`src/rtl/apb_master_req.sv`:
```
// Single-outstanding APB3 initiator: turns a valid/ready request into one
// SETUP/ACCESS transfer and returns the result on a valid/ready response port.
module apb_master_req #(
    parameter int APB_ADDR_WIDTH = 32,
    parameter int TIMEOUT_CYCLES = 255
) (
    input  logic                      clk_i,
    input  logic                      rst_i,
    input  logic                      req_valid_i,
    output logic                      req_ready_o,
    input  logic [APB_ADDR_WIDTH-1:0] req_addr_i,
    input  logic                      req_write_i,
    input  logic [31:0]               req_wdata_i,
    output logic                      rsp_valid_o,
    input  logic                      rsp_ready_i,
    output logic [31:0]               rsp_rdata_o,
    output logic                      rsp_err_o,
    output logic                      rsp_timeout_o,
    output logic [APB_ADDR_WIDTH-1:0] PADDR_o,
    output logic [31:0]               PWDATA_o,
    output logic                      PWRITE_o,
    output logic                      PSEL_o,
    output logic                      PENABLE_o,
    input  logic [31:0]               PRDATA_i,
    input  logic                      PREADY_i,
    input  logic                      PSLVERR_i,
    output logic                      busy_o
);

    localparam int CNT_W = (TIMEOUT_CYCLES > 0) ? $clog2(TIMEOUT_CYCLES + 1) : 1;
    localparam bit TIMEOUT_EN = (TIMEOUT_CYCLES != 0);
    localparam logic [CNT_W-1:0] CNT_LAST = CNT_W'((TIMEOUT_CYCLES > 0) ? TIMEOUT_CYCLES - 1 : 0);
    localparam logic [CNT_W-1:0] CNT_MAX  = '1;

    typedef enum logic [1:0] {
        IDLE,
        SETUP,
        ACCESS,
        RESP
    } state_t;

    state_t            state_q;
    state_t            state_d;
    logic [CNT_W-1:0]  wait_cnt_q;
    logic              timeout_hit;

    assign timeout_hit = TIMEOUT_EN && (wait_cnt_q == CNT_LAST);

    always_ff @(posedge clk_i) begin
        if (rst_i) begin
            state_q <= IDLE;
        end else begin
            state_q <= state_d;
        end
    end

    always_comb begin
        state_d = state_q;
        unique case (state_q)
            IDLE:    if (req_valid_i) state_d = SETUP;
            SETUP:   state_d = ACCESS;
            ACCESS:  if (PREADY_i || timeout_hit) state_d = RESP;
            RESP:    if (rsp_ready_i) state_d = IDLE;
            default: state_d = IDLE;
        endcase
    end

    // Request fields stay latched outside a transfer; response fields hold
    // until the next ACCESS completes so RESP backpressure sees stable data.
    always_ff @(posedge clk_i) begin
        if (rst_i) begin
            PADDR_o       <= '0;
            PWDATA_o      <= '0;
            PWRITE_o      <= 1'b0;
            rsp_rdata_o   <= '0;
            rsp_err_o     <= 1'b0;
            rsp_timeout_o <= 1'b0;
            wait_cnt_q    <= '0;
        end else begin
            unique case (state_q)
                IDLE: begin
                    if (req_valid_i) begin
                        PADDR_o  <= req_addr_i;
                        PWRITE_o <= req_write_i;
                        PWDATA_o <= req_wdata_i;
                    end
                end
                SETUP: begin
                    wait_cnt_q <= '0;
                end
                ACCESS: begin
                    if (PREADY_i) begin
                        rsp_rdata_o   <= PWRITE_o ? 32'h0 : PRDATA_i;
                        rsp_err_o     <= PSLVERR_i;
                        rsp_timeout_o <= 1'b0;
                    end else if (timeout_hit) begin
                        rsp_rdata_o   <= 32'h0;
                        rsp_err_o     <= 1'b1;
                        rsp_timeout_o <= 1'b1;
                    end else if (wait_cnt_q != CNT_MAX) begin
                        wait_cnt_q <= wait_cnt_q + CNT_W'(1);
                    end
                end
                default: begin
                end
            endcase
        end
    end

    assign PSEL_o      = (state_q == SETUP) || (state_q == ACCESS);
    assign PENABLE_o   = (state_q == ACCESS);
    assign rsp_valid_o = (state_q == RESP);
    assign req_ready_o = (state_q == IDLE);
    assign busy_o      = (state_q != IDLE);

endmodule
```
`config.mk`:
```
export PLATFORM = sky130hd
export DESIGN_NAME = apb_master_req
export DESIGN_NICKNAME = d
export VERILOG_FILES = /design/src/rtl/apb_master_req.sv
export SDC_FILE = /design/constraint.sdc
export NUM_CORES = 1
export LEC_CHECK = 0
export BUFFER_PORTS_ARGS = -buffer_cell sky130_fd_sc_hd__buf_2
export CAP_MARGIN = 5
export CORE_AREA = 2 2 97 99
export DETAILED_ROUTE_END_ITERATION = 7
export DIE_AREA = 0 0 99 101
export MAX_ROUTING_LAYER = met4
export PLACE_DENSITY = 0.88
export SLEW_MARGIN = 30
export SYNTH_ARGS = -nofsm -noshare
export SYNTH_HDL_FRONTEND = slang
export SYNTH_SLANG_ARGS = --single-unit
export TNS_END_PERCENT = 100
```
`constraint.sdc`:
```
create_clock -name clk_i -period 2.25 [get_ports clk_i]
set_input_delay 0.225 -clock clk_i [delete_from_list [all_inputs] [get_ports clk_i]]
set_output_delay 0.225 -clock clk_i [all_outputs]
set_load 0.02 [all_outputs]
```
==> Yosys cells after proc, flatten, opt, wreduce, memory -nomap -nowiden <==
Cells that the tools add are included.
{ "word_totals": {"in_bits": 103, "elab_cells": 44, "register_bits": 109} }
{ "classes": {"n_eq_ne": 11, "n_addsub": 1, "muxes": 14, "reduce_logical": 10} }
{ "ops": {"columns": ["operator", "count"], "rows": [
  ["$mux W32", 3],
  ["$mux W8", 3],
  ["$pmux W8 S2", 1],
  ["$add A8 B1 Y8 const B", 1],
  ["$eq A8 B8 Y1 const B", 1],
  ["$ne A8 B8 Y1 const B", 1],
  ["$pmux W2 S4", 1],
  ["$mux W2", 3],
  ["$ne A2 B1 Y1 const B", 3],
  ["$ne A2 B2 Y1 const B", 3],
  ["$reduce_bool A2 Y1", 3],
  ["$eq A2 B2 Y1 const B", 2],
  ["$reduce_and A2 Y1", 2],
  ["$reduce_and A4 Y1", 1],
  ["$mux W1", 3],
  ["$reduce_and A3 Y1", 1],
  ["$eq A2 B1 Y1 const B", 1],
  ["$logic_not A2 Y1", 1],
  ["$logic_or A1 B1 Y1", 2]
]} }

==> Longest topological paths before layout <==
Gate-level depths: netlist (run 1).
{ "depth": {"word_depth": 5, "ltp_mapped": 7, "mapped_depth_nobuf": 6} }

==> Worst setup path after synthesis (run 1) <==
No wires, ideal clock.
{ "synth_path": {"path_type": "register to register", "start": "reg state_q[0]", "end": "reg wait_cnt_q[3]", "arrival_time_ns": 1.639, "required_time_ns": 2.180, "path_stages_with_launch": 8, "path_slack_ns": 0.541, "cell_sequence": "dfxtp_1 -> inv_1 -> ha_1 -> buf_6 -> nand2_4 -> o2111ai_4 -> or4_1 -> a21oi_1"} }
{ "synth_between": {"elab_chain_len": 3, "elab_cells_between_ends": 8, "classes_between": "eq/ne (5); mux (1); reduce/logical (2)"} }
{ "synth_rtl": {"columns": ["element", "line_no", "text"], "rows": [
  ["from (decl)", "42", "state_t state_q;"],
  ["from (signal assigned)", "53", "state_q <= state_d;"],
  ["$eq A2 B2 Y1 (*)", null, null],
  ["net PENABLE_o", "23", "output logic PENABLE_o,"],
  ["$ne A2 B1 Y1 (no line) (tied with other cells)", null, null],
  ["$reduce_and A4 Y1 (no line)", null, null],
  ["to (signal assigned)", "101", "wait_cnt_q <= wait_cnt_q + CNT_W'(1);"],
  ["to (decl)", "44", "logic [CNT_W-1:0] wait_cnt_q;"]
]} }
The timed path passes the listed nets; every way through them passes the cells marked *.
A chain may end at the register's enable or synchronous reset.

==> Worst setup path after layout (run 1) <==
{ "layout_path": {"start": "reg state_q[0]", "end": "reg wait_cnt_q[7]"} }
{ "layout_between": {"elab_chain_len": 3, "elab_cells_between_ends": 8, "classes_between": "eq/ne (5); mux (1); reduce/logical (2)"} }
{ "layout_rtl": {"columns": ["element", "line_no", "text"], "rows": [
  ["$eq A2 B2 Y1 or $eq A2 B1 Y1 (tied branches)", "80", "unique case (state_q)"],
  ["$ne A2 B1 Y1 (no line) (tied with other cells)", null, null],
  ["$reduce_and A4 Y1 (no line)", null, null]
]} }
Several ways; a longest one is shown, not always the timed one.

==> results of run 1 <==
## per-layer routing
metal | wire length [um] | vias to the layer above
met4 | 73 | 0
met3 | 650 | 8
met2 | 5250 | 145
met1 | 4240 | 1735
met5 | 0 | -
li1 | - | 1860
## registers in the layout (all words and copies together) (netlist names)
register	cells
PADDR_o	32
PWDATA_o	32
PWRITE_o	1
rsp_err_o	1
rsp_rdata_o	32
rsp_timeout_o	1
state_q	2
wait_cnt_q	8
## power by group through the flow
stage	clock network [uW]	registers (uW)	logic (uW)
after floorplan	0	2640	767
after global placement	0	2340	1540
after detailed placement	0	2350	1590
after CTS	1280	2310	1590
after global routing	1350	2340	1740
final	1250	2310	1590
## per-stage QoR
step | worst slack (ns) | area [um^2] | util, %
after floorplan | 0.541 | 3930 | -
after CTS | 0.324 | 5250 | 58.5
after global routing | 0.193 | 5250 | 58.5
after global placement | 0.559 | 5030 | 56.1
final | 0.330 | 5250 | 58.5
after detailed placement | 0.374 | 5030 | 56.1
## cell type report
cell class / instances / share of cell area (%)
clock inverters: 5 / 1.24
repair buffers: 214 / 21.0
clock buffers: 11 / 2.88
flip-flops and latches: 109 / 41.6
multi-input cells: 291 / 30.2
well taps: 111 / 2.64
inverters: 6 / 0.429
## path summary, 6_finish.rpt
kind | start | endpoint | slack [ns] | depth (start not counted)
setup / recovery | state_q[0] | wait_cnt_q[7] | 0.33 | 6
hold / removal | PRDATA_i[27] | rsp_rdata_o[27] | 0.08 | 2
setup reg to reg | state_q[0] | wait_cnt_q[7] | 0.33 | 6
hold reg to reg | PWDATA_o[6] | PWDATA_o[6] | 0.46 | 2
## worst max-delay path, cell delays in order, from the launching register on
cell	delay [ns]
dfxtp_1	0.35
inv_1	0.13
ha_1	0.29
buf_4	0.22
nor2b_1	0.09
or2_0	0.32
o41ai_1	0.41
## layout by cell type (no fill, tap or decap), types with 3 or more instances in the layout
master	n
a21oi_1	70
clkbuf_8	11
nor2_1	9
a22o_1	32
ha_1	7
inv_1	6
buf_2	206
nand2b_1	3
dfxtp_1	109
nand2_1	132
nor2b_1	3
buf_4	7
## logic make-up (layout without fill, tap and decap cells)
group | Yosys count | count (layout)
AND/OR/NAND/NOR | 161 | 161
AO/OA/AOI/OAI | 119 | 119
flip-flops | 109 | 109
buffers and inverters | 36 | 236
adder cells (fa/ha/maj) | 7 | 7
XOR/XNOR | 2 | 2
multiplexers | 2 | 2
==> metrics.md, run 1 <==
| Metric | Value |
|---|---|
| Fin nets | `741` |
| Worst min path class | `primary input to flip-flop` |
| Post-CTS Setup Bufs | `0` |
| Unrepaired setup endpoints after global routing | `no` |
| Sequential area share after synthesis | `55.5%` |
| Crit path time final | `1.92 ns` |
| Setup CP Type | `flip-flop to flip-flop` |
| Yosys top cell by area | `dfxtp_1` |
| Compound-Gate Fraction of Synth Area | `19.9%` |
| Synth Area in XOR/XNOR | `0.445%` |
| Clk pin slew, worst setup/hold paths | `0.11 ns` |
| Setup tns final | `0 ns` |
| Drt initial violations | `128` |
| Fill cells | `811` |
| Placed Cells incl. Taps | `731` |
| Cts-stage hold buffer count | `0` |
| Post-CTS resize count | `0` |
| Initial Utilization | `43.8%` |
| Power per cell area | `979 nW/um^2` |
| Asr flop ratio synth | `0%` |
| Final hold slack | `0.0761 ns` |
| Rows | `35` |
| Residual DRC count | `0` |
| Mapped Area | `3930 um^2` |
| Netlist cell types | `41` |
| Layout area overhead | `33.5%` |
| M1 GR Usage | `22.7%` |
| Net Count, Synth | `546` |
| Initial antenna violation count | `0` |
| Pint | `3310 uW` |
| Clock share of power | `24.2%` |
| CP Launch Type | `flip-flop` |
| Number of global-route vias before repair | `3586` |
| DRT Pass-1 Iters | `7` |
| Status | `complete, no violations` |
| Area share of the largest cell type after synthesis | `55.5%` |
| Synth Register Bits | `109` |
| Setup crit end kind | `flip-flop` |
| DR WL/cell | `13.7 um` |
| Critical Path Fanout Max | `8` |
| First-pass GRT wire length | `16100 um` |
| H-tree lvl count | `3` |
| Largest net degree at the start of global routing | `51` |
| Placer Congestion | `0.843` |
| Post-synthesis adder-cell area fraction | `2.23%` |
| Multi-input logic area | `1590 um^2` |
| Share of cells above drive strength 1 | `37.4%` |
| CTS tree | `done` |
| Hpwl dp | `7490 um` |
| Finished Layout Cells | `747` |
| Multiplexer share of the synthesized area | `0.509%` |
| Number of max-cap violations | `0` |
| Final hold violations | `0` |
| Die height | `101 um` |
| Clk_lat worst skew | `0.36 ns` |
| GRT busiest layer | `met2` |
| Max Root-Sink Buffers | `2` |
| Tcrit/Tclk final | `85.4%` |
| Chip width | `99 um` |
| Peak VDD IR | `664 uV` |
| Maximum clock frequency | `521 MHz` |
| Cells after Synth | `436` |
| Vias per Instance | `5.02` |
| Synth top cells by count | `nand2_1, dfxtp_1, a21oi_1` |
| Die footprint | `10000 um^2` |
| TritonCTS buffer count | `9` |
| Combinational power share | `30.8%` |
| Mean Syn Cell Area | `9.02 um^2` |
| Synth top area cells | `dfxtp_1, nand2_1, a21oi_1, a22o_1, ha_1` |
| Worst Tran Pin Value | `0.418 ns` |
| Grt ovf | `0` |
| Final setup violation count | `0` |
| Clk sinks | `109` |
| Simple-gate area share of the yosys netlist | `17.0%` |
| Via Count | `3748` |
| I/O pins | `207` |
| Clock skew | `0.0216 ns` |
| Seq pwr share | `44.9%` |
| Storage element area | `2180 um^2` |
| Final Max Tran Viols | `0` |
| Leak | `0.00253 uW` |
| GRT met2 Usage | `35.6%` |
| Pwr Total | `5140 uW` |
| Diodes inserted | `0` |
| Root buf cell | `clkbuf_8` |
| Sw Share | `35.6%` |
| Largest family of logic cells by synthesized area | `compound AO/OA/AOI/OAI gates` |
| Ys Warns | `0` |
| Psw | `1830 uW` |
| Leading cell type by number of instances after synthesis | `nand2_1` |
| Final wirelength | `10200 um` |
| Gr usage total | `20.0%` |
| WP data required | `2.48 ns` |
| Met3 track demand over resource | `4.44%` |
| CP arrival | `2.15 ns` |
| EDFF count, synth | `0` |
| Final ANT Viol Nets | `0` |
| Port Buffers | `206` |
| Core area | `8980 um^2` |
| Primary FF master, synth | `dfxtp_1` |
| Rel. slew slack | `72.1%` |
Note: power is estimated with default switching activity, not from simulation.
==> run 2: changes to the inputs <==
Settings changed: CORE_AREA 2 2 97 99 to 2 2 98 100, DIE_AREA 0 0 99 101 to 0 0 100 102, MAX_ROUTING_LAYER met4 to unset, PLACE_DENSITY 0.88 to 0.87.
==> run 2 against run 1 <==
  * Non-clock buffer count down 1
  * Setup slack gained 0.050 ns
  * Clock skew down 0.010 ns
  * Sequential cell count did not move
  * Sequential power is essentially flat
  * Clock power grew 8%
  * Die area increased by 2.0%
  * Sequential share of layout area is 0.21 points lower
  * Critical endpoint is now wait_cnt_q[6]
==> metrics.md, run 2 (synthesized netlist as in run 1, its figures left out) <==
| Metric | Value |
|---|---|
| Largest net degree at the start of global routing | `66 (+29%)` |
| I/O pins | `207 (unchanged)` |
| DRT Pass-1 Iters | `4 (-3)` |
| Final ANT Viol Nets | `0 (unchanged)` |
| Pre-CTS setup slack | `0.371 ns (-0.00395 ns)` |
| Core area | `9110 um^2 (+1.5%)` |
| Initial Utilization | `43.2% (-0.63 points)` |
| Chip width | `100 um (+1.0%)` |
| Worst min path class | `primary input to flip-flop` |
| Port Buffers | `206 (unchanged)` |
| Psw | `1870 uW (+2.0%)` |
| Clock skew | `0.0113 ns (-0.0103 ns)` |
| Combinational power share | `30.2% (-0.6 points)` |
| CP max stage delay | `0.39 ns (-0.02 ns)` |
| Die height | `102 um (+0.99%)` |
| Max Root-Sink Buffers | `2 (unchanged)` |
| Via Count | `3784 (+0.96%)` |
| CP delay by family, top | `simple AND/OR/NAND/NOR gates` |
| Post-route worst setup slack | `0.380 ns (+0.0502 ns)` |
| TritonCTS buffer count | `9 (unchanged)` |
| Grt ovf | `0 (unchanged)` |
| Crit path from | `state_q[0]` |
| Multi-input logic area | `1590 um^2 (unchanged)` |
| Power per cell area | `995 nW/um^2 (+1.6%)` |
| Pwr Total | `5250 uW (+2.2%)` |
| Hold EP | `rsp_rdata_o[1]` |
| Pint | `3390 uW (+2.3%)` |
| Root buf cell | `clkbuf_8` |
| Diodes inserted | `0 (unchanged)` |
| Number of max-cap violations | `0 (unchanged)` |
| Number of global-route vias before repair | `3551 (-0.98%)` |
| H-tree lvl count | `3 (unchanged)` |
| HP Start | `PRDATA_i[1]` |
| R2R Path Start | `state_q[0]` |
| Setup crit end kind | `flip-flop` |
| Fill cells | `819 (+0.99%)` |
| CP arrival | `2.12 ns (-0.03 ns)` |
| Sw Share | `35.5% (-0.069 points)` |
| Tcrit/Tclk final | `83.1% (-2.2 points)` |
| Placer Congestion | `0.775 (-8.1%)` |
| Internal reg-to-reg setup slack | `0.38 ns (+0.05 ns)` |
| WP buf/inv | `2 (unchanged)` |
| Residual DRC count | `0 (unchanged)` |
| Largest regs | `PADDR_o x32, PWDATA_o x32, rsp_rdata_o x32` |
| Seq pwr share | `44.1% (-0.8 points)` |
| CTS tree | `done` |
| Clock share of power | `25.7% (+1.5 points)` |
| Clk pin slew, worst setup/hold paths | `0.11 ns (about the same)` |
| Status | `complete, no violations` |
| Final Max Tran Viols | `0 (unchanged)` |
| Share of cells above drive strength 1 | `37.3% (-0.099 points)` |
| Post-CTS resize count | `0 (unchanged)` |
| Layout area overhead | `34.2%` |
| RR Endpoint | `wait_cnt_q[6]` |
| WP data required | `2.50 ns (+0.02 ns)` |
| Crit path time final | `1.87 ns (-0.0502 ns)` |
| Worst-path cell chain | `inv_1 -> ha_1 -> buf_4 -> nor2b_1 -> or2_0 -> o41ai_1` |
| Maximum clock frequency | `535 MHz (+2.7%)` |
| Rows | `35 (unchanged)` |
| Cts-stage hold buffer count | `0 (unchanged)` |
| Die footprint | `10200 um^2 (+2.0%)` |
| Rel. slew slack | `74.1% (+2.0 points)` |
| Unrepaired setup endpoints after global routing | `no` |
| Drt initial violations | `108 (-16%)` |
| Leak | `0.00253 uW (+0.37%)` |
| Final hold violations | `0 (unchanged)` |
| DR WL/cell | `13.8 um (+0.85%)` |
| Peak VDD IR | `607 uV (-8.7%)` |
| Cell with the largest stage delay on the worst path | `o41ai_1` |
| Final wirelength | `10300 um (+0.71%)` |
| Final setup violation count | `0 (unchanged)` |
| Post-route cell area | `5280 um^2 (+0.50%)` |
| Most common cell after layout, fill and taps aside | `buf_2` |
| Clk_lat worst skew | `0.36 ns (about the same)` |
| Vias per Instance | `5.07 (+1.1%)` |
| Setup CP Type | `flip-flop to flip-flop` |
| Fin nets | `740 (-0.13%)` |
| Storage element area | `2180 um^2 (unchanged)` |
| Gr usage total | `18.9% (-1.0 points)` |
| Area of placed instances | `5040 um^2 (about the same)` |
| Initial antenna violation count | `0 (unchanged)` |
| Worst hold path depth | `2 (unchanged)` |
| Commonest cells after routing, fill and taps aside | `buf_2, nand2_1, dfxtp_1` |
| Setup tns final | `0 ns (unchanged)` |
| Post-CTS Setup Bufs | `0 (unchanged)` |
| CP Launch Type | `flip-flop` |
| Worst reg2reg path depth | `6 (unchanged)` |
| Worst Tran Pin Value | `0.388 ns (-0.0301 ns)` |
| First-pass GRT wire length | `15800 um (-1.8%)` |
| Critical Path Fanout Max | `8 (unchanged)` |
| Clk sinks | `109 (unchanged)` |
| Hpwl dp | `7420 um (-0.90%)` |
==> run 2: worst max-delay path by stage <==
stage / endpoint / slack, ns / cells past startpoint
final: wait_cnt_q[6] / 0.38 / 6
after detailed placement: wait_cnt_q[6] / 0.37 / 6
after global routing: wait_cnt_q[6] / 0.18 / 6
after global placement: wait_cnt_q[7] / 0.54 / 6
after CTS: wait_cnt_q[6] / 0.34 / 6
after floorplan: wait_cnt_q[3] / 0.54 / 7
==> run 2: layer usage <==
layer,global-route usage [%],wire [um]
met1,22.0,4360
met2,34.6,5050
met3,5.06,761
met4,5.16,110
met5,0,0
==> run 2: metrics by stage <==
stage | utilization, % | std cells | hold WS [ns]
global route | 57.9 | 746 | 0.0530
floorplan | - | 436 | 0.325
global placement | 55.3 | 730 | 0.439
detailed placement | 55.3 | 730 | 0.445
finish | 57.9 | 746 | 0.0749
CTS | 57.9 | 746 | 0.0558
==> run 2: final cells by class <==
type                       instances  area share, %
multi-input combinational        291           30.1
inverter                           6          0.427
clock inverter                     7           2.16
timing repair buffer             213           21.0
clock buffer                       9           2.35
sequential                       109           41.3
tap                              111           2.63
==> run 2: power groups by stage <==
stage	logic (uW)	clock network, uW	registers (uW)
5_1_grt	1740	1470	2340
4_1_cts	1600	1400	2320
6_report	1590	1350	2310
3_3_place_gp	1560	0	2340
2_1_floorplan	767	0	2640
3_5_place_dp	1600	0	2360
==> run 3: changes to the inputs <==
Clock period 2.25 ns to 1.8 ns, I/O delays scaled along.
==> run 3 against run 2 <==
  * Utilization down 0.069 points
  * Sequential share of layout area up 0.097 points
  * Total power up 21%
  * Clock-buffer cell count up 2
  * Critical path type unchanged
  * Critical endpoint is now wait_cnt_q[3]
  * Largest power group unchanged
==> metrics.md, run 3 (synthesized netlist as in run 1, its figures left out) <==
| Metric | Value |
|---|---|
| Status | `complete, no violations` |
| WP data required | `2.08 ns (-0.42 ns)` |
| CTS tree | `done` |
| Commonest cells after routing, fill and taps aside | `buf_2, nand2_1, dfxtp_1` |
| Final Max Tran Viols | `0 (unchanged)` |
| Via Count | `3792 (+0.21%)` |
| Number of max-cap violations | `0 (unchanged)` |
| DR WL/cell | `13.6 um (-1.3%)` |
| Crit path from | `wait_cnt_q[0]` |
| Placed Cells incl. Taps | `732 (+0.27%)` |
| Layout area overhead | `34.0%` |
| Placer Congestion | `0.892 (+15%)` |
| Fin nets | `742 (+0.27%)` |
| Initial Utilization | `43.2% (unchanged)` |
| Tcrit/Tclk final | `97.2% (+14 points)` |
| Number of global-route vias before repair | `3633 (+2.3%)` |
| Pwr Total | `6330 uW (+21%)` |
| Most common cell after layout, fill and taps aside | `buf_2` |
| Maximum clock frequency | `572 MHz (+6.9%)` |
| Diodes inserted | `0 (unchanged)` |
| Post-route cell area | `5270 um^2 (-0.12%)` |
| Final ANT Viol Nets | `0 (unchanged)` |
| Core area | `9110 um^2 (unchanged)` |
| TritonCTS buffer count | `9 (unchanged)` |
| Final wirelength | `10200 um (-1.1%)` |
| Die height | `102 um (unchanged)` |
| Drt initial violations | `93 (-14%)` |
| CP Launch Type | `flip-flop` |
| Gr usage total | `18.9% (about the same)` |
| Setup crit end kind | `flip-flop` |
| Rows | `35 (unchanged)` |
| Util after Layout | `57.9% (-0.069 points)` |
| Share of cells above drive strength 1 | `38.1% (+0.82 points)` |
| Clk_lat worst skew | `0.35 ns (about the same)` |
| Vias per Instance | `5.07 (about the same)` |
| Clock skew | `0.0129 ns (+0.00153 ns)` |
| Finished Layout Cells | `748 (+0.27%)` |
| Worst Tran Pin Value | `0.478 ns (+0.0893 ns)` |
| Largest regs | `PADDR_o x32, PWDATA_o x32, rsp_rdata_o x32` |
| R2R Path Start | `wait_cnt_q[0]` |
| Grt ovf | `0 (unchanged)` |
| Port Buffers | `206 (unchanged)` |
| H-tree lvl count | `3 (unchanged)` |
| Initial antenna violation count | `0 (unchanged)` |
| Clk sinks | `109 (unchanged)` |
| Critical Path Fanout Max | `5 (-3)` |
| Post-route worst setup slack | `0.0503 ns (-0.329 ns)` |
| Pre-CTS setup slack | `0.0237 ns (-0.347 ns)` |
| CP arrival | `2.03 ns (-0.09 ns)` |
| CP endpoint | `wait_cnt_q[3]` |
| Final setup violation count | `0 (unchanged)` |
| RR Endpoint | `wait_cnt_q[3]` |
| I/O pins | `207 (unchanged)` |
| Worst reg2reg path depth | `6 (unchanged)` |
| Clk pin slew, worst setup/hold paths | `0.11 ns (about the same)` |
| Root buf cell | `clkbuf_8` |
| Internal reg-to-reg setup slack | `0.05 ns (-0.33 ns)` |
| Setup CP Type | `flip-flop to flip-flop` |
| Residual DRC count | `0 (unchanged)` |
| Largest net degree at the start of global routing | `58 (-12%)` |
| Peak VDD IR | `845 uV (+39%)` |
| Hpwl dp | `7400 um (-0.28%)` |
| Crit path time final | `1.75 ns (-0.121 ns)` |
| Power per cell area | `1200 nW/um^2 (+21%)` |
| Die footprint | `10200 um^2 (unchanged)` |
| First-pass GRT wire length | `15900 um (+0.56%)` |
| DRT Pass-1 Iters | `4 (unchanged)` |
| Max Root-Sink Buffers | `2 (unchanged)` |
| Area of placed instances | `5050 um^2 (+0.30%)` |
| Leak | `0.00252 uW (-0.59%)` |
| Worst min path class | `primary input to flip-flop` |
| Final hold violations | `0 (unchanged)` |
| Chip width | `100 um (unchanged)` |
| Cts-stage hold buffer count | `0 (unchanged)` |
| HP Start | `PRDATA_i[11]` |
| Rel. slew slack | `68.2% (-6.0 points)` |
run 3: cell count changes in the layout (fill, tap and decap cells not counted), sizes merged:
cell and change:
buf +2, bufinv -2, clkbuf +2, clkinvlp +2, inv -2
run 3: how the worst min path moves through the flow:
| stage | endpoint | depth (start not counted) | slack [ns] |
|---|---|---|---|
| final | rsp_rdata_o[11] | 2 | 0.04 |
| after global routing | rsp_rdata_o[7] | 2 | 0.02 |
| after CTS | rsp_rdata_o[19] | 2 | 0.02 |
| after detailed placement | rsp_rdata_o[7] | 2 | 0.40 |
| after global placement | rsp_rdata_o[22] | 2 | 0.40 |
| after floorplan | rsp_timeout_o | 1 | 0.28 |
run 3: stage by stage:
stage / setup TNS, ns / hold WS (ns)
after global routing: -0.0700 / 0.0216
after global placement: 0 / 0.396
after detailed placement: 0 / 0.403
after floorplan: 0 / 0.280
after CTS: 0 / 0.0201
final: 0 / 0.0414
run 3: where the power goes:
| part | internal (uW) | switching, uW |
|---|---|---|
| Clock | 595 | 844 |
| Sequential | 2730 | 170 |
| Combinational | 698 | 1290 |
run 3: layer usage:
layer  routed length, um  up-vias  GRT usage (%)
met5                   0        -              0
met4                 154        0           6.11
met3                 775       14           3.97
met2                5060      162           35.3
met1                4180     1752           21.6
li1                    -     1864              -
run 3: cell type report:
type,count,area (um^2)
Tap cell,111,139
Fill cell,772,3840
Timing Repair Buffer,215,1130
Clock buffer,11,151
Multi-Input combinational cell,291,1600
Clock inverter,5,43.8
Inverter,6,22.5
Sequential cell,109,2180
run 3: critical path: stages, from the launching register on:
cell,delay [ns]
dfxtp_2,0.38
inv_1,0.08
ha_1,0.21
o211ai_1,0.27
nor2_2,0.11
or4_1,0.47
a21oi_1,0.15
run 3: timing repair:
action / 4_1_cts / 5_1_grt
pin swaps: 0 / 0
endpoints found under the setup margin: 2 / 7
setup buffers: 0 / 0
resized for setup: 1 / 5
cloned: 0 / 0
